===== src/rtl/apb_uart_tx_slave_pkg.sv =====
// apb_uart_tx_slave_pkg
// Shared definitions for the APB UART transmitter slave:
//   - register word offsets (PADDR[3:2])
//   - STATUS register bit positions
//   - TX serialiser state encoding
//   - helper that turns the programmed baud divisor into an effective one
`timescale 1ns/1ps
package apb_uart_tx_slave_pkg;

    // Register word offsets, decoded from PADDR[3:2]
    localparam logic [1:0] REG_CTRL   = 2'd0;
    localparam logic [1:0] REG_STATUS = 2'd1;
    localparam logic [1:0] REG_DATA   = 2'd2;
    localparam logic [1:0] REG_BAUD   = 2'd3;

    // CTRL bit positions
    localparam int CTRL_TX_EN  = 0;
    localparam int CTRL_IRQ_EN = 1;

    // STATUS bit positions; the fill count occupies [ST_CNT_MSB:ST_CNT_LSB]
    localparam int ST_FULL    = 0;
    localparam int ST_EMPTY   = 1;
    localparam int ST_BUSY    = 2;
    localparam int ST_OVF     = 3;
    localparam int ST_CNT_LSB = 4;
    localparam int ST_CNT_MSB = 7;

    // Serialiser state encoding
    localparam logic [1:0] TX_IDLE  = 2'd0;
    localparam logic [1:0] TX_START = 2'd1;
    localparam logic [1:0] TX_DATA  = 2'd2;
    localparam logic [1:0] TX_STOP  = 2'd3;

    typedef enum logic [1:0] {
        S_IDLE  = TX_IDLE,
        S_START = TX_START,
        S_DATA  = TX_DATA,
        S_STOP  = TX_STOP
    } tx_state_t;

    // A programmed divisor of 0 would stall the bit counter; treat it as 1.
    function automatic logic [15:0] eff_div(input logic [15:0] baud);
        return (baud == 16'd0) ? 16'd1 : baud;
    endfunction

endpackage


===== src/rtl/apb_uart_tx_slave_if.sv =====
// apb_uart_tx_slave_if
// APB3 bus bundle between the wrapper decoder/master and the UART TX slave.
// Handshake: zero-wait-state APB3. A transfer is a setup cycle
// (PSEL=1, PENABLE=0) followed by one access cycle (PSEL=1, PENABLE=1);
// the slave holds PREADY=1, so every access phase completes in one cycle.
// Writes commit at the end of the access cycle, read data is valid during
// the access cycle, PSLVERR is only meaningful during the access cycle.
//   master modport: drives PSEL/PENABLE/PWRITE/PADDR/PWDATA/PSTRB
//   slave  modport: drives PRDATA/PREADY/PSLVERR
`timescale 1ns/1ps
interface apb_uart_tx_slave_if #(
    parameter int ADDR_WIDTH = 32,
    parameter int DATA_WIDTH = 32
) ();
    logic                  PSEL;
    logic                  PENABLE;
    logic                  PWRITE;
    logic [ADDR_WIDTH-1:0] PADDR;
    logic [DATA_WIDTH-1:0] PWDATA;
    logic [3:0]            PSTRB;
    logic [DATA_WIDTH-1:0] PRDATA;
    logic                  PREADY;
    logic                  PSLVERR;

    modport master (
        output PSEL, PENABLE, PWRITE, PADDR, PWDATA, PSTRB,
        input  PRDATA, PREADY, PSLVERR
    );

    modport slave (
        input  PSEL, PENABLE, PWRITE, PADDR, PWDATA, PSTRB,
        output PRDATA, PREADY, PSLVERR
    );
endinterface


===== src/rtl/apb_uart_tx_slave_tx_fifo.sv =====
// apb_uart_tx_slave_tx_fifo
// Small synchronous byte FIFO feeding the UART serialiser.
// Ports:
//   i_clk, i_rst_n : clock, asynchronous active-low reset
//   i_push, i_wdata: push request and byte; ignored when full unless a pop
//                    happens in the same cycle
//   i_pop          : pop request; ignored when empty
//   o_rdata        : byte at the head (valid when !o_empty)
//   o_count        : fill level, $clog2(DEPTH)+1 bits
//   o_full, o_empty: level flags
`timescale 1ns/1ps
module apb_uart_tx_slave_tx_fifo #(
    parameter int DEPTH = 4
) (
    input  logic                     i_clk,
    input  logic                     i_rst_n,
    input  logic                     i_push,
    input  logic [7:0]               i_wdata,
    input  logic                     i_pop,
    output logic [7:0]               o_rdata,
    output logic [$clog2(DEPTH):0]   o_count,
    output logic                     o_full,
    output logic                     o_empty
);
    localparam int AW = $clog2(DEPTH);

    logic [7:0]    r_mem [DEPTH];
    logic [AW-1:0] r_wr_ptr;
    logic [AW-1:0] r_rd_ptr;
    logic [AW:0]   r_count;

    logic w_push_ok;
    logic w_pop_ok;

    // A pop in the same cycle frees the slot a full FIFO needs for the push.
    assign w_pop_ok  = i_pop & (r_count != '0);
    assign w_push_ok = i_push & ((r_count != (AW+1)'(DEPTH)) | w_pop_ok);

    // Storage carries no reset; entries are meaningless once the pointers reset.
    always_ff @(posedge i_clk) begin
        if (w_push_ok) begin
            r_mem[r_wr_ptr] <= i_wdata;
        end
    end

    // Pointers are AW bits wide, so they wrap modulo DEPTH by themselves.
    always_ff @(posedge i_clk or negedge i_rst_n) begin
        if (!i_rst_n) begin
            r_wr_ptr <= '0;
            r_rd_ptr <= '0;
            r_count  <= '0;
        end else begin
            if (w_push_ok) r_wr_ptr <= r_wr_ptr + AW'(1);
            if (w_pop_ok)  r_rd_ptr <= r_rd_ptr + AW'(1);
            case ({w_push_ok, w_pop_ok})
                2'b10:   r_count <= r_count + (AW+1)'(1);
                2'b01:   r_count <= r_count - (AW+1)'(1);
                default: r_count <= r_count;
            endcase
        end
    end

    assign o_rdata = r_mem[r_rd_ptr];
    assign o_count = r_count;
    assign o_full  = (r_count == (AW+1)'(DEPTH));
    assign o_empty = (r_count == '0);

endmodule


===== src/rtl/apb_uart_tx_slave.sv =====
// apb_uart_tx_slave
// APB3 slave that queues bytes into a TX FIFO and sends them as 8N1 frames.
// Ports:
//   PCLK, PRESET_n : clock, asynchronous active-low reset
//   apb            : APB3 slave modport (PSEL..PSTRB in, PRDATA/PREADY/PSLVERR out)
//   TXD            : serial output, idles high
//   IRQ            : level interrupt, IRQ_EN & FIFO empty & serialiser idle
//   o_dbg_state    : current serialiser state (tx_state_t encoding)
// Registers (PADDR[3:2]): CTRL RW, STATUS RO (+ OVF clear), DATA WO, BAUD RW.
`timescale 1ns/1ps
module apb_uart_tx_slave
    import apb_uart_tx_slave_pkg::*;
#(
    parameter int          ADDR_WIDTH = 32,
    parameter int          DATA_WIDTH = 32,
    parameter int          FIFO_DEPTH = 4,
    parameter logic [15:0] BAUD_RESET = 16'd10
) (
    input  logic                   PCLK,
    input  logic                   PRESET_n,
    apb_uart_tx_slave_if.slave     apb,
    output logic                   TXD,
    output logic                   IRQ,
    output logic [1:0]             o_dbg_state
);
    localparam int CW = $clog2(FIFO_DEPTH) + 1;

    // ---------------- bus decode ----------------
    logic [1:0] w_addr;
    logic       w_wr;
    logic       w_rd_setup;
    logic       w_push_req;
    logic       w_ovf_hit;

    assign w_addr     = apb.PADDR[3:2];
    assign w_wr       = apb.PSEL & apb.PENABLE & apb.PWRITE;
    assign w_rd_setup = apb.PSEL & ~apb.PENABLE & ~apb.PWRITE;
    assign w_push_req = w_wr & (w_addr == REG_DATA) & apb.PSTRB[0];

    // ---------------- FIFO ----------------
    logic [7:0]    w_fifo_rdata;
    logic [CW-1:0] w_count;
    logic          w_full;
    logic          w_empty;
    logic          w_pop;

    apb_uart_tx_slave_tx_fifo #(.DEPTH(FIFO_DEPTH)) u_tx_fifo (
        .i_clk   (PCLK),
        .i_rst_n (PRESET_n),
        .i_push  (w_push_req),
        .i_wdata (apb.PWDATA[7:0]),
        .i_pop   (w_pop),
        .o_rdata (w_fifo_rdata),
        .o_count (w_count),
        .o_full  (w_full),
        .o_empty (w_empty)
    );

    // A push is only dropped when full and the serialiser is not popping now.
    assign w_ovf_hit = w_push_req & w_full & ~w_pop;

    // ---------------- register file ----------------
    logic [1:0]            r_ctrl;
    logic [15:0]           r_baud;
    logic                  r_ovf;
    logic [DATA_WIDTH-1:0] r_prdata;
    logic                  r_irq;
    tx_state_t             r_state;

    logic [7:0]            w_status;
    logic [DATA_WIDTH-1:0] w_rd_mux;

    always_comb begin
        w_status                        = '0;
        w_status[ST_FULL]               = w_full;
        w_status[ST_EMPTY]              = w_empty;
        w_status[ST_BUSY]               = (r_state != S_IDLE);
        w_status[ST_OVF]                = r_ovf;
        w_status[ST_CNT_MSB:ST_CNT_LSB] = 4'(w_count);
    end

    always_comb begin
        w_rd_mux = '0;
        case (w_addr)
            REG_CTRL:   w_rd_mux[1:0]  = r_ctrl;
            REG_STATUS: w_rd_mux[7:0]  = w_status;
            REG_BAUD:   w_rd_mux[15:0] = r_baud;
            default:    w_rd_mux       = '0;
        endcase
    end

    always_ff @(posedge PCLK or negedge PRESET_n) begin
        if (!PRESET_n) begin
            r_ctrl   <= '0;
            r_baud   <= BAUD_RESET;
            r_ovf    <= 1'b0;
            r_prdata <= '0;
        end else begin
            if (w_wr && apb.PSTRB[0] && (w_addr == REG_CTRL)) begin
                r_ctrl <= apb.PWDATA[1:0];
            end
            if (w_wr && (w_addr == REG_BAUD)) begin
                if (apb.PSTRB[0]) r_baud[7:0]  <= apb.PWDATA[7:0];
                if (apb.PSTRB[1]) r_baud[15:8] <= apb.PWDATA[15:8];
            end
            // Setting wins over a simultaneous clear (they cannot coincide on one bus).
            if (w_ovf_hit) begin
                r_ovf <= 1'b1;
            end else if (w_wr && apb.PSTRB[0] && (w_addr == REG_STATUS) && apb.PWDATA[ST_OVF]) begin
                r_ovf <= 1'b0;
            end
            // Read data is captured in the setup cycle and held until the next read.
            if (w_rd_setup) begin
                r_prdata <= w_rd_mux;
            end
        end
    end

    assign apb.PRDATA  = r_prdata;
    assign apb.PREADY  = 1'b1;
    assign apb.PSLVERR = w_ovf_hit;

    // ---------------- serialiser FSM ----------------
    tx_state_t   w_next_state;
    logic        w_load;
    logic        w_tick;
    logic [15:0] r_cnt;
    logic [2:0]  r_bit_idx;
    logic [7:0]  r_shift;
    logic        r_txd;
    logic [15:0] w_div;

    assign w_tick = (r_cnt == 16'd0);
    assign w_div  = eff_div(r_baud);

    always_ff @(posedge PCLK or negedge PRESET_n) begin
        if (!PRESET_n) begin
            r_state <= S_IDLE;
        end else begin
            r_state <= w_next_state;
        end
    end

    // w_load marks the edge that starts a frame: pop a byte, drive the start bit.
    always_comb begin
        w_next_state = r_state;
        w_pop        = 1'b0;
        w_load       = 1'b0;
        case (r_state)
            S_IDLE: begin
                if (r_ctrl[CTRL_TX_EN] && !w_empty) begin
                    w_pop        = 1'b1;
                    w_load       = 1'b1;
                    w_next_state = S_START;
                end
            end
            S_START: begin
                if (w_tick) w_next_state = S_DATA;
            end
            S_DATA: begin
                if (w_tick && (r_bit_idx == 3'd7)) w_next_state = S_STOP;
            end
            S_STOP: begin
                if (w_tick) begin
                    if (r_ctrl[CTRL_TX_EN] && !w_empty) begin
                        w_pop        = 1'b1;
                        w_load       = 1'b1;
                        w_next_state = S_START;
                    end else begin
                        w_next_state = S_IDLE;
                    end
                end
            end
            default: w_next_state = S_IDLE;
        endcase
    end

    // Each bit lasts w_div cycles: counter loads div-1 and the state advances
    // on the cycle it reads 0. The divisor is sampled only at reloads, so a
    // BAUD write mid-bit applies from the next bit.
    always_ff @(posedge PCLK or negedge PRESET_n) begin
        if (!PRESET_n) begin
            r_cnt     <= '0;
            r_bit_idx <= '0;
            r_shift   <= '0;
            r_txd     <= 1'b1;
        end else if (w_load) begin
            r_shift <= w_fifo_rdata;
            r_txd   <= 1'b0;
            r_cnt   <= w_div - 16'd1;
        end else if (r_state != S_IDLE) begin
            if (w_tick) begin
                r_cnt <= w_div - 16'd1;
                case (r_state)
                    S_START: begin
                        r_txd     <= r_shift[0];
                        r_shift   <= r_shift >> 1;
                        r_bit_idx <= 3'd0;
                    end
                    S_DATA: begin
                        if (r_bit_idx == 3'd7) begin
                            r_txd <= 1'b1;
                        end else begin
                            r_txd     <= r_shift[0];
                            r_shift   <= r_shift >> 1;
                            r_bit_idx <= r_bit_idx + 3'd1;
                        end
                    end
                    default: r_txd <= 1'b1;
                endcase
            end else begin
                r_cnt <= r_cnt - 16'd1;
            end
        end
    end

    always_ff @(posedge PCLK or negedge PRESET_n) begin
        if (!PRESET_n) begin
            r_irq <= 1'b0;
        end else begin
            r_irq <= r_ctrl[CTRL_IRQ_EN] & w_empty & (r_state == S_IDLE);
        end
    end

    assign TXD         = r_txd;
    assign IRQ         = r_irq;
    assign o_dbg_state = r_state;

    // Address and data bits outside the decoded fields.
    logic w_unused;
    assign w_unused = &{1'b0, apb.PADDR[ADDR_WIDTH-1:4], apb.PADDR[1:0],
                        apb.PWDATA[DATA_WIDTH-1:16], apb.PSTRB[3:2]};

endmodule


===== src/flat_wrapper.sv =====
// flat-port wrapper written by rule: the top's interface ports become plain ports
module apb_uart_tx_slave_flat import apb_uart_tx_slave_pkg::*;
#(
    parameter int          ADDR_WIDTH = 32,
    parameter int          DATA_WIDTH = 32,
    parameter int          FIFO_DEPTH = 4,
    parameter logic [15:0] BAUD_RESET = 16'd10
)
  (PCLK, PRESET_n, TXD, IRQ, o_dbg_state, apb_PSEL, apb_PENABLE, apb_PWRITE, apb_PADDR, apb_PWDATA, apb_PSTRB, apb_PRDATA, apb_PREADY, apb_PSLVERR);
  apb_uart_tx_slave_if #(.ADDR_WIDTH(ADDR_WIDTH), .DATA_WIDTH(DATA_WIDTH)) apb_i ();
  input  logic PCLK;
  input  logic PRESET_n;
  output logic TXD;
  output logic IRQ;
  output logic [1:0] o_dbg_state;
  input wire logic [$bits(apb_i.PSEL)-1:0] apb_PSEL;
  input wire logic [$bits(apb_i.PENABLE)-1:0] apb_PENABLE;
  input wire logic [$bits(apb_i.PWRITE)-1:0] apb_PWRITE;
  input wire logic [$bits(apb_i.PADDR)-1:0] apb_PADDR;
  input wire logic [$bits(apb_i.PWDATA)-1:0] apb_PWDATA;
  input wire logic [$bits(apb_i.PSTRB)-1:0] apb_PSTRB;
  output wire logic [$bits(apb_i.PRDATA)-1:0] apb_PRDATA;
  output wire logic [$bits(apb_i.PREADY)-1:0] apb_PREADY;
  output wire logic [$bits(apb_i.PSLVERR)-1:0] apb_PSLVERR;
  assign apb_i.PSEL = apb_PSEL;
  assign apb_i.PENABLE = apb_PENABLE;
  assign apb_i.PWRITE = apb_PWRITE;
  assign apb_i.PADDR = apb_PADDR;
  assign apb_i.PWDATA = apb_PWDATA;
  assign apb_i.PSTRB = apb_PSTRB;
  assign apb_PRDATA = apb_i.PRDATA;
  assign apb_PREADY = apb_i.PREADY;
  assign apb_PSLVERR = apb_i.PSLVERR;
  apb_uart_tx_slave #(.ADDR_WIDTH(ADDR_WIDTH), .DATA_WIDTH(DATA_WIDTH), .FIFO_DEPTH(FIFO_DEPTH), .BAUD_RESET(BAUD_RESET)) u_core (.PCLK(PCLK), .PRESET_n(PRESET_n), .apb(apb_i), .TXD(TXD), .IRQ(IRQ), .o_dbg_state(o_dbg_state));
endmodule

===== config.mk =====
export PLATFORM = sky130hd
export DESIGN_NAME = apb_uart_tx_slave_flat
export DESIGN_NICKNAME = d
export VERILOG_FILES = /design/src/rtl/apb_uart_tx_slave_pkg.sv /design/src/rtl/apb_uart_tx_slave_if.sv /design/src/rtl/apb_uart_tx_slave_tx_fifo.sv /design/src/rtl/apb_uart_tx_slave.sv /design/src/flat_wrapper.sv
export SDC_FILE = /design/constraint.sdc
export NUM_CORES = 1
export LEC_CHECK = 0
export CORE_ASPECT_RATIO = 1.2
export CORE_MARGIN = 10
export CORE_UTILIZATION = 64
export DETAILED_ROUTE_END_ITERATION = 8
export DONT_BUFFER_PORTS = 1
export GPL_ROUTABILITY_DRIVEN = 0
export PLACE_DENSITY = 0.83
export SLEW_MARGIN = 10
export SYNTH_ARGS = -nofsm -noshare
export SYNTH_HDL_FRONTEND = slang
export SYNTH_SLANG_ARGS = --single-unit

===== constraint.sdc =====
create_clock -name PCLK -period 4.41 [get_ports PCLK]
set_input_delay 0.441 -clock PCLK [delete_from_list [all_inputs] [get_ports PCLK]]
set_output_delay 0.441 -clock PCLK [all_outputs]
set_load 0.01 [all_outputs]

# After elaboration in Yosys (flattened, before gate mapping)
# Memory sizes are Yosys's and may differ from the RTL's.
# Cells that the tools add are included.
# Widths: inputs -> output; s select.
[totals]
out_inout_bits = 38
register_bits = 73
elab_cells = 115
mem_count = 1
input_bits = 73
ramBits = 32
[op_classes]
eq_ne = 17
mux = 33
n_addsub = 7
bitwise = 16
n_reduce_logical = 27
[mem_list]
columns = ["memory", "words", "width", "rd", "rd_clocked_by_memory_dff", "wr", "line_no", "rtl"]
rows = [
  ["u_core.u_tx_fifo.r_mem", 4, 8, 1, 0, 1, "apb_uart_tx_slave_tx_fifo.sv:27", "logic [7:0] r_mem [DEPTH];"],
]
[op_table]
columns = ["op", "count"]
rows = [
  ["$mux 16", 4],
  ["$mux 8", 5],
  ["$logic_not 16->1", 2],
  ["$sub 16x1->16 const B", 2],
  ["$pmux 8 s2", 1],
  ["$and 1x1->1", 12],
  ["$pmux 3 s2", 2],
  ["$pmux 6 s2", 1],
  ["$reduce_bool 2->1", 6],
  ["$mux 1", 11],
  ["$eq 2x2->1 const B", 5],
  ["$mux 2", 4],
  ["$ne 2x1->1 const B", 4],
  ["$pmux 2 s4", 1],
  ["$reduce_and 4->1", 2],
  ["$logic_and 1x1->1", 7],
  ["$add 3x1->3 const B", 2],
  ["$eq 2x1->1 const B", 3],
  ["$eq 3x3->1 const B", 2],
  ["$ne 3x3->1 const B", 2],
  ["$pmux 2 s3", 1],
  ["$reduce_and 2->1", 3],
  ["$reduce_bool 3->1", 2],
  ["$reduce_and 5->1", 1],
  ["other kinds (10)", 15],
]

# Depth between registers and ports, before layout
# Gate-level depths: netlist (run 1).
[logic_depth]
depth_word = 11
depth_mapped = 11
depth_no_buf = 10

# Hierarchy
# From an unflattened synthesis (run 1), not the netlist that was laid out.
[hier_totals]
hier_cells = 494
hier_area_um2 = 5517.8
[by_module_without_submodules]
columns = ["module", "n_inst", "cells_each", "area_each_um2", "seq_area_each_um2"]
rows = [
  ["apb_uart_tx_slave", 1, 401, 3854.9, 1655.3],
  ["apb_uart_tx_slave_tx_fifo", 1, 93, 1662.8, 1136.1],
]

# Worst setup path before layout (run 1)
# OpenSTA, ideal clock, no wires.
[synth_timing]
kind = "reg-to-reg"
from = "register u_core.r_state[0] (netlist: u_core.o_dbg_state[0])"
to = "register u_core.u_tx_fifo.r_count[2] (netlist: u_core.u_tx_fifo.o_count[2])"
n_path_buf = 0
t_arrival_ps = 3160
t_required_ps = 4290
path_stages_with_launch = 10
period_less_slack_ps = 3280
path_slack_ps = 1130
setup_ps = 120
path_cell_list = "dfrtp_1 > inv_1 > ha_1 > nand2b_1 > or3b_1 > o31ai_2 > nand2_1 > fa_1 > or4_1 > o211a_1"
[synth_via]
elab_chain_cells = 7
elab_cells_between_ends = 10
cone_classes = "eq/ne (3); mux (2); bitwise (3); reduce/logical (2)"
[synth_rtl]
columns = ["element", "line_no", "rtl"]
rows = [
  ["from (decl)", "apb_uart_tx_slave.sv:68", "tx_state_t r_state;"],
  ["from (signal assigned)", "apb_uart_tx_slave.sv:140", "r_state <= w_next_state;"],
  ["$eq 2x2->1 / $logic_not 2->1 (equally long branches)", "apb_uart_tx_slave.sv:149", "case (r_state)"],
  ["$pmux 1 s2 (*)", "apb_uart_tx_slave.sv:149", ""],
  ["$and 1x1->1 (*)", "apb_uart_tx_slave_tx_fifo.sv:36", "assign w_pop_ok = i_pop & (r_count != '0);"],
  ["$or 1x1->1", "apb_uart_tx_slave_tx_fifo.sv:37", "assign w_push_ok = i_push & ((r_count != (AW+1)'(DEPTH)) | w_pop_ok);"],
  ["$and 1x1->1", "apb_uart_tx_slave_tx_fifo.sv:37", ""],
  ["$eq 2x1->1 / $eq 2x2->1 (equally long branches)", "apb_uart_tx_slave_tx_fifo.sv:55", "case ({w_push_ok, w_pop_ok})"],
  ["$pmux 3 s2 / $reduce_bool 2->1 (equally long branches)", "-", ""],
  ["to (signal assigned)", "apb_uart_tx_slave_tx_fifo.sv:56", "2'b10: r_count <= r_count + (AW+1)'(1);"],
  ["to (signal assigned)", "apb_uart_tx_slave_tx_fifo.sv:57", "2'b01: r_count <= r_count - (AW+1)'(1);"],
  ["to (signal assigned)", "apb_uart_tx_slave_tx_fifo.sv:58", "default: r_count <= r_count;"],
  ["to (decl)", "apb_uart_tx_slave_tx_fifo.sv:30", "logic [AW:0] r_count;"],
]
# Mark *: on every way between the ends. The rest lies on a longest branch, timed or not.
# A chain may end at the register's enable or synchronous reset.

# Worst setup path in the final report (run 1)
[layout_timing]
from = "register u_core.r_state[1] (netlist: u_core.o_dbg_state[1])"
to = "register u_core.u_tx_fifo.r_count[2] (netlist: u_core.u_tx_fifo.o_count[2])"
# Same word-level chain as after synthesis.

==> results.toml, run 1 <==
[critical_path]
cp_num_cells = 9
crit_buf_inv = 1
end_kind = "flop"
worst_path_largest_cell_delay_ns = 0.72
worstPathArrival_ns = 4.10
crit_chain = "inv_1 -> ha_1 -> nand2b_1 -> or3b_1 -> o31ai_2 -> nand2_1 -> fa_1 -> or4_1 -> o211a_1"
critical_path.top_delay_family = "simple AND/OR/NAND/NOR gates"
start_kind = "flop"
r2r-start = "u_core.o_dbg_state[1]"
crit_slowest_cell = "o31ai_2"
required_ns = 4.68
r2r_cells = 9
rrSetupSlack_ns = 0.58
worstReg2RegEnd = "u_core.u_tx_fifo.o_count[2]"
worst-setup-path-type = "flop to flop"
path_max_fanout = 10

[min_path]
hold_path.class = "input port to flop"
worst_hold_startpoint = "apb_PWDATA[7]"
whs_path_depth = 0
holdPathEnd = "u_core.u_tx_fifo.r_mem[3][7]"

[grt]
grt_pass1_vias = 3895
grt_max_degree = 74
grt_usage = 0.194
grt_pass1_wl_mm = 20.0
antenna_found_initial = 0
grt.overflow.total = 0

[logic_synthesis]
syn_inst = 495
syn_area_per_cell_um2 = 11.2
synth_edf_count = 32
synth-seq-cells = 105
synthFlopType = "dfrtp_1"
netlist_area_um2 = 5550
yosysSeqAreaShare = 0.503
ys_async_sr_fraction = 0.695
yosysUniqueCellTypes = 74
yosys_warnings = 0

[timing]
worst_pin_slew_ns = 0.976
finalCritPeriodShare = 0.868
relSlewSlack = 0.345
period_needed_ns = 3.83
hold_ws_ns = 0.153
fin_setup_tns_ns = 0
finClkSkew_ns = 0.00646
setup_viol = 0
maxSlewViolCount = 0
rsz0062_at_grt = "no"
fmax_mhz = 261
hold_violations = 0

[die]
die_area_um2 = 12800
core_area_um2 = 8520
ios = 111
die_h_um = 122
die_x_um = 105
initial_core_util = 0.651
rows = 37

[cells_and_area]
stdcell_area_um2 = 5800
syn_to_final_growth_pct = 4.49
nets = 575
fin_util = 0.680
fillCellCount = 620
n_antenna_cell = 0
layout-drive-gt1-share = 0.154

[clock_network]
cts_root_buf = "clkbuf_8"
cts_tree = "yes"
h-tree-depth = 3
post_cts.repair.setup_buffers = 0
cts_sinks = 105
clockBufferDepth = 2
numCtsBuffers = 9
path_clk_slew_ns = 0.11
post_cts_resized = 0
insertion_delay_ns = 0.37

[routing]
wirelength_mm = 12.6
vias_per_cell = 6.50
via_count = 3956
wl_per_cell_um = 20.6
drt-pass1-iter-count = 5
drc = 0
drt_iter0_markers = 322
drtAntennaViolNets = 0

[power_and_ir_drop]
p_total_w = 0.00313
peakVddDrop_uv = 320
leakage_nw = 2.32
power_density_nw_per_um2 = 541

[placement]
dpl.hpwl_mm = 8.62
placedInstanceArea_um2 = 5540
portBuffers = 0

[flow_run]
drv_cap = 0

[status]
status = "completed"
## what timing repair did
item / in CTS / in global routing
hold buffers: 2 / 0
hold endpoints to repair: 73 / 0
setup endpoints to repair: 0 / 0
## per-stage QoR
stage / cells / worst slack, ns
after global routing: 609 / 0.429
after CTS: 609 / 0.613
final: 609 / 0.580
after floorplan: 510 / 1.13
after detailed placement: 591 / 0.586
after global placement: 591 / 0.773
## worst max path at each step
| stage | start | endpoint | slack, ns |
|---|---|---|---|
| after floorplan | u_core.o_dbg_state[0] | u_core.u_tx_fifo.o_count[2] | 1.13 |
| after global placement | u_core.o_dbg_state[1] | u_core.u_tx_fifo.o_count[2] | 0.77 |
| after detailed placement | u_core.o_dbg_state[1] | u_core.u_tx_fifo.o_count[2] | 0.59 |
| after CTS | u_core.o_dbg_state[1] | u_core.u_tx_fifo.o_count[2] | 0.61 |
| after global routing | u_core.o_dbg_state[1] | u_core.u_tx_fifo.o_count[2] | 0.43 |
| final | u_core.o_dbg_state[1] | u_core.u_tx_fifo.o_count[2] | 0.58 |
## logic make-up (layout without fill, tap and decap cells)
family	count (synthesis)	in the layout	share of synthesized area
simple gates	167	167	0.167
compound gates	105	105	0.136
flops	105	105	0.503
buf+inv	53	35	0.0496
mux	35	35	0.0868
fa+ha+maj	15	15	0.0352
xor+xnor	13	13	0.0205
other cells	2	17	0.00135
## synthesized netlist by cell type (4+ instances only)
master,number,area share
mux2_2,21,0.043
buf_4,18,0.024
ha_1,14,0.032
clkbuf_1,16,0.011
o21ai_0,36,0.032
a21oi_1,10,0.0090
or3_1,12,0.014
nor2_1,23,0.016
xnor2_1,11,0.017
nand2_1,47,0.032
o221a_2,7,0.014
dfrtp_1,70,0.32
nand3_1,11,0.0099
nand2b_1,4,0.0045
o31ai_1,4,0.0054
mux2i_1,5,0.0090
edfxtp_1,32,0.17
nand4_1,7,0.0079
a22o_1,7,0.011
mux4_2,8,0.032
nor3_1,17,0.015
inv_1,16,0.011
or4_1,11,0.015
and2_1,6,0.0068
nor4_1,8,0.0090
## layout make-up
| type | instances | area [µm²] | share of cell area |
|---|---|---|---|
| flip-flops and latches | 105 | 2790 | 0.482 |
| multi-input cells | 352 | 2540 | 0.438 |
| well taps | 117 | 146 | 0.0253 |
| clock buffers | 9 | 124 | 0.0214 |
| clock inverters | 7 | 92.6 | 0.0160 |
| inverters | 16 | 60.1 | 0.0104 |
| repair buffers | 3 | 45.0 | 0.00777 |
## power breakdown
part,switching [W],total [W],internal (W)
sequential,0.000296,0.00150,0.00121
combinational,0.000542,0.000984,0.000442
clock,0.000364,0.000645,0.000281
total,0.00120,0.00313,0.00193
## registers in the layout (all words and copies together) (netlist names), 2 cells and up
signal and flops:
u_core.u_tx_fifo.r_mem 32, u_core.apb.PRDATA 16, u_core.r_baud 16, u_core.r_cnt 16, u_core.r_shift 8, u_core.r_bit_idx 3
u_core.u_tx_fifo.o_count 3, u_core.o_dbg_state 2, u_core.r_ctrl 2, u_core.u_tx_fifo.r_rd_ptr 2, u_core.u_tx_fifo.r_wr_ptr 2
## worst register-to-register path: stages (launching register included)
cell and delay, ns:
dfrtp_1 0.55, inv_1 0.14, ha_1 0.34, nand2b_1 0.21, or3b_1 0.47, o31ai_2 0.72
nand2_1 0.17, fa_1 0.47, or4_1 0.54, o211a_1 0.13
## layer usage
metal,track usage,vias up,routed length [µm]
met5,0,-,0
met4,0.0868,0,343
met3,0.0544,32,1040
met2,0.320,183,6220
met1,0.234,1931,4950
li1,-,1810,-
## layout by cell type (no fill, tap or decap), types with 4 or more instances in the layout
| cell type | instances |
|---|---|
| o21ai_0 | 36 |
| clkbuf_8 | 9 |
| nor2_1 | 23 |
| nor3_1 | 17 |
| a22o_1 | 7 |
| ha_1 | 14 |
| inv_8 | 4 |
| edfxtp_1 | 32 |
| nand2b_1 | 4 |
| nand3_1 | 11 |
| dfrtp_1 | 70 |
| o221a_2 | 7 |
| and2_1 | 6 |
| nor4_1 | 8 |
| o31ai_1 | 4 |
| nand4_1 | 7 |
| mux4_2 | 8 |
| conb_1 | 17 |
| inv_1 | 16 |
| a21oi_1 | 10 |
| nand2_1 | 47 |
| mux2i_1 | 5 |
| xnor2_1 | 11 |
| or4_1 | 11 |
| or3_1 | 12 |
| mux2_2 | 21 |
(Power assumes the default switching activity.)
==> inputs of run 2 (changes only) <==
--- a/config.mk
+++ b/config.mk
@@ -5,6 +5,7 @@
 export SDC_FILE = /design/constraint.sdc
 export NUM_CORES = 1
 export LEC_CHECK = 0
+export ABC_AREA = 1
 export CORE_ASPECT_RATIO = 1.2
 export CORE_MARGIN = 10
 export CORE_UTILIZATION = 64
==> run 2 against run 1 <==
Effect of this change: global-route usage increased by 0.33 points; fmax increased by 34%; critical endpoint is now u_core.u_tx_fifo.r_mem[2][4]; critical path depth decreased by 1; final area increased by 0.22%; first-iteration DRC count decreased by 9.6%; clock skew increased by 0.0097 ns; combinational power increased by 19%; cell count increased by 25%; die area increased by 0.56%; synthesized area increased by 0.68%; wire length decreased by 2.2%.
==> results.toml, run 2 <==
[logic_synthesis]
yosys_warnings = 0
yosysSeqAreaShare = 0.500
synthFlopType = "dfrtp_1"
synthXorXnorAreaFrac = 0.0267
synth_edf_count = 32
synth_compound_area_frac = 0.110
synth-seq-cells = 105
yosysMostFrequentCell = "nand2_1"
netlist_top_cells_count = "155 x nand2_1, 70 x dfrtp_1, 68 x inv_1"
synth_fa_ha_area_frac = 0.0350
syn_inst = 648
synth.area.mux_share = 0.0101
synth_top_family_by_area = "simple AND/OR/NAND/NOR gates"
syn_area_per_cell_um2 = 8.62
yosys-top-cells-area = "dfrtp_1 31%, edfxtp_1 17%, nand2_1 10%"
synthSimpleGateAreaFrac = 0.227
synth_area_leader_cell = "dfrtp_1"
yosysUniqueCellTypes = 41
synthDominantCellAreaShare = 0.314
ys_async_sr_fraction = 0.695
netlist_area_um2 = 5580

[timing]
worst_pin_slew_ns = 0.825
rsz0062_at_grt = "no"
hold_violations = 0
setup_viol = 0
period_needed_ns = 2.86
relSlewSlack = 0.450
finClkSkew_ns = 0.0161
maxSlewViolCount = 0
finalCritPeriodShare = 0.649
fin_setup_tns_ns = 0
fmax_mhz = 349

[grt]
grt_pass1_vias = 4304
grt_pass1_wl_mm = 20.6
grt_usage = 0.198
grt.overflow.total = 0
grt_max_degree = 74
antenna_found_initial = 0

[routing]
wl_per_cell_um = 16.1
drc = 0
drt-pass1-iter-count = 5
drt_iter0_markers = 291
wirelength_mm = 12.3
via_count = 4287
vias_per_cell = 5.61
drtAntennaViolNets = 0

[clock_network]
insertion_delay_ns = 0.39
cts_tree = "yes"
cts_sinks = 105
path_clk_slew_ns = 0.11
post_cts_resized = 0
cts_root_buf = "clkbuf_8"
h-tree-depth = 3
clockBufferDepth = 2
numCtsBuffers = 9

[die]
initial_core_util = 0.652
die_h_um = 122
core_area_um2 = 8560
ios = 111
rows = 37
die_area_um2 = 12900
die_x_um = 105

[flow_run]
drv_cap = 0

[critical_path]
path_max_fanout = 26
worstPathArrival_ns = 2.89
end_kind = "flop"
required_ns = 4.43
worst-setup-path-type = "flop to flop"
start_kind = "flop"

[cells_and_area]
syn_to_final_growth_pct = 4.01
top_register = "u_core.u_tx_fifo.r_mem"
nets = 730
mostFrequentLayoutCells = "155 x nand2_1, 70 x dfrtp_1, 68 x inv_1, 59 x nor2_1, 50 x nand3_1"
stdcell_area_um2 = 5810
mostFrequentLayoutCell = "nand2_1"
layout-drive-gt1-share = 0.0742
largest_reg_flops = 32
fillCellCount = 670
n_antenna_cell = 0

[power_and_ir_drop]
power_density_nw_per_um2 = 560
peakVddDrop_uv = 322
leakage_nw = 2.65

[status]
status = "completed"

[placement]
portBuffers = 0
placedInstanceArea_um2 = 5560
dpl.hpwl_mm = 8.92

[min_path]
hold_path.class = "input port to flop"
==> run 2: changes by cell type after synthesis, moves of 9 or more <==
cell	delta
or4_1	-11
mux2_2	-16
nand2_1	+108
nor2_1	+36
nand3_1	+39
xor2_1	+12
or3_1	-12
inv_1	+52
nor3_1	-9
a21oi_1	+13
o21ai_1	+11
==> run 2: cell type report <==
class / count / area, µm² / area share
clock buffers: 9 / 124 / 0.0213
clock inverters: 7 / 86.3 / 0.0149
well taps: 117 / 146 / 0.0252
flip-flops and latches: 105 / 2790 / 0.481
repair buffers: 3 / 45.0 / 0.00776
multi-input cells: 453 / 2350 / 0.405
inverters: 70 / 263 / 0.0452
==> run 2: final timing paths <==
check                                       from                      endpoint  slack [ns]  depth (start not counted)
min                                apb_PWDATA[1]  u_core.u_tx_fifo.r_mem[1][1]        0.14                          0
max                        u_core.o_dbg_state[0]  u_core.u_tx_fifo.r_mem[2][4]        1.55                          8
min in group asynchronous               PRESET_n  u_core.u_tx_fifo.r_wr_ptr[1]        0.59                          2
max in group asynchronous               PRESET_n                    u_core.TXD        3.47                          2
max reg2reg                u_core.o_dbg_state[0]  u_core.u_tx_fifo.r_mem[2][4]        1.55                          8
min reg2reg                    u_core.r_shift[7]             u_core.r_shift[7]        0.49                          2
==> run 2: metrics by stage <==
step | util | setup WS, ns | std cells | total power (W) | hold WS, ns
2_1_floorplan | - | 2.28 | 663 | 0.00236 | 0.145
3_3_place_gp | 0.649 | 1.62 | 746 | 0.00252 | 0.148
3_5_place_dp | 0.649 | 1.53 | 746 | 0.00261 | 0.149
4_1_cts | 0.678 | 1.50 | 764 | 0.00325 | 0.130
5_1_grt | 0.678 | 1.34 | 764 | 0.00349 | 0.112
6_report | 0.678 | 1.55 | 764 | 0.00325 | 0.135
==> run 2: cell families after synthesis <==
family / count (synthesis)
buf+inv: 105
mux: 5
xor+xnor: 17
simple gates: 295
compound gates: 104
fa+ha+maj: 15
flops: 105
other cells: 2
==> run 2: power breakdown <==
| group | internal [W] | switching [W] |
|---|---|---|
| Clock | 0.000273 | 0.000354 |
| Sequential | 0.00120 | 0.000253 |
| Combinational | 0.000406 | 0.000762 |
==> run 2: metal layers <==
| layer | GRT usage | vias to the layer above | routed length, µm |
|---|---|---|---|
| li1 | - | 2084 | - |
| met1 | 0.222 | 2057 | 4900 |
| met2 | 0.337 | 112 | 6340 |
| met3 | 0.0561 | 34 | 608 |
| met4 | 0.102 | 0 | 427 |
| met5 | 0 | - | 0 |
==> run 2: critical path: stages (launching register included) <==
cell and delay (ns):
dfrtp_1 0.48, inv_1 0.19, ha_1 0.43, nand2_1 0.17, nand2_1 0.15, nand2_4 0.21
nand2_1 0.14, nand2_2 0.11, nor2_1 0.63
==> run 2: what timing repair did <==
item | CTS | global route
setup buffers | 0 | 0
hold buffers | 2 | 0
endpoints found under the hold margin | 73 | 0
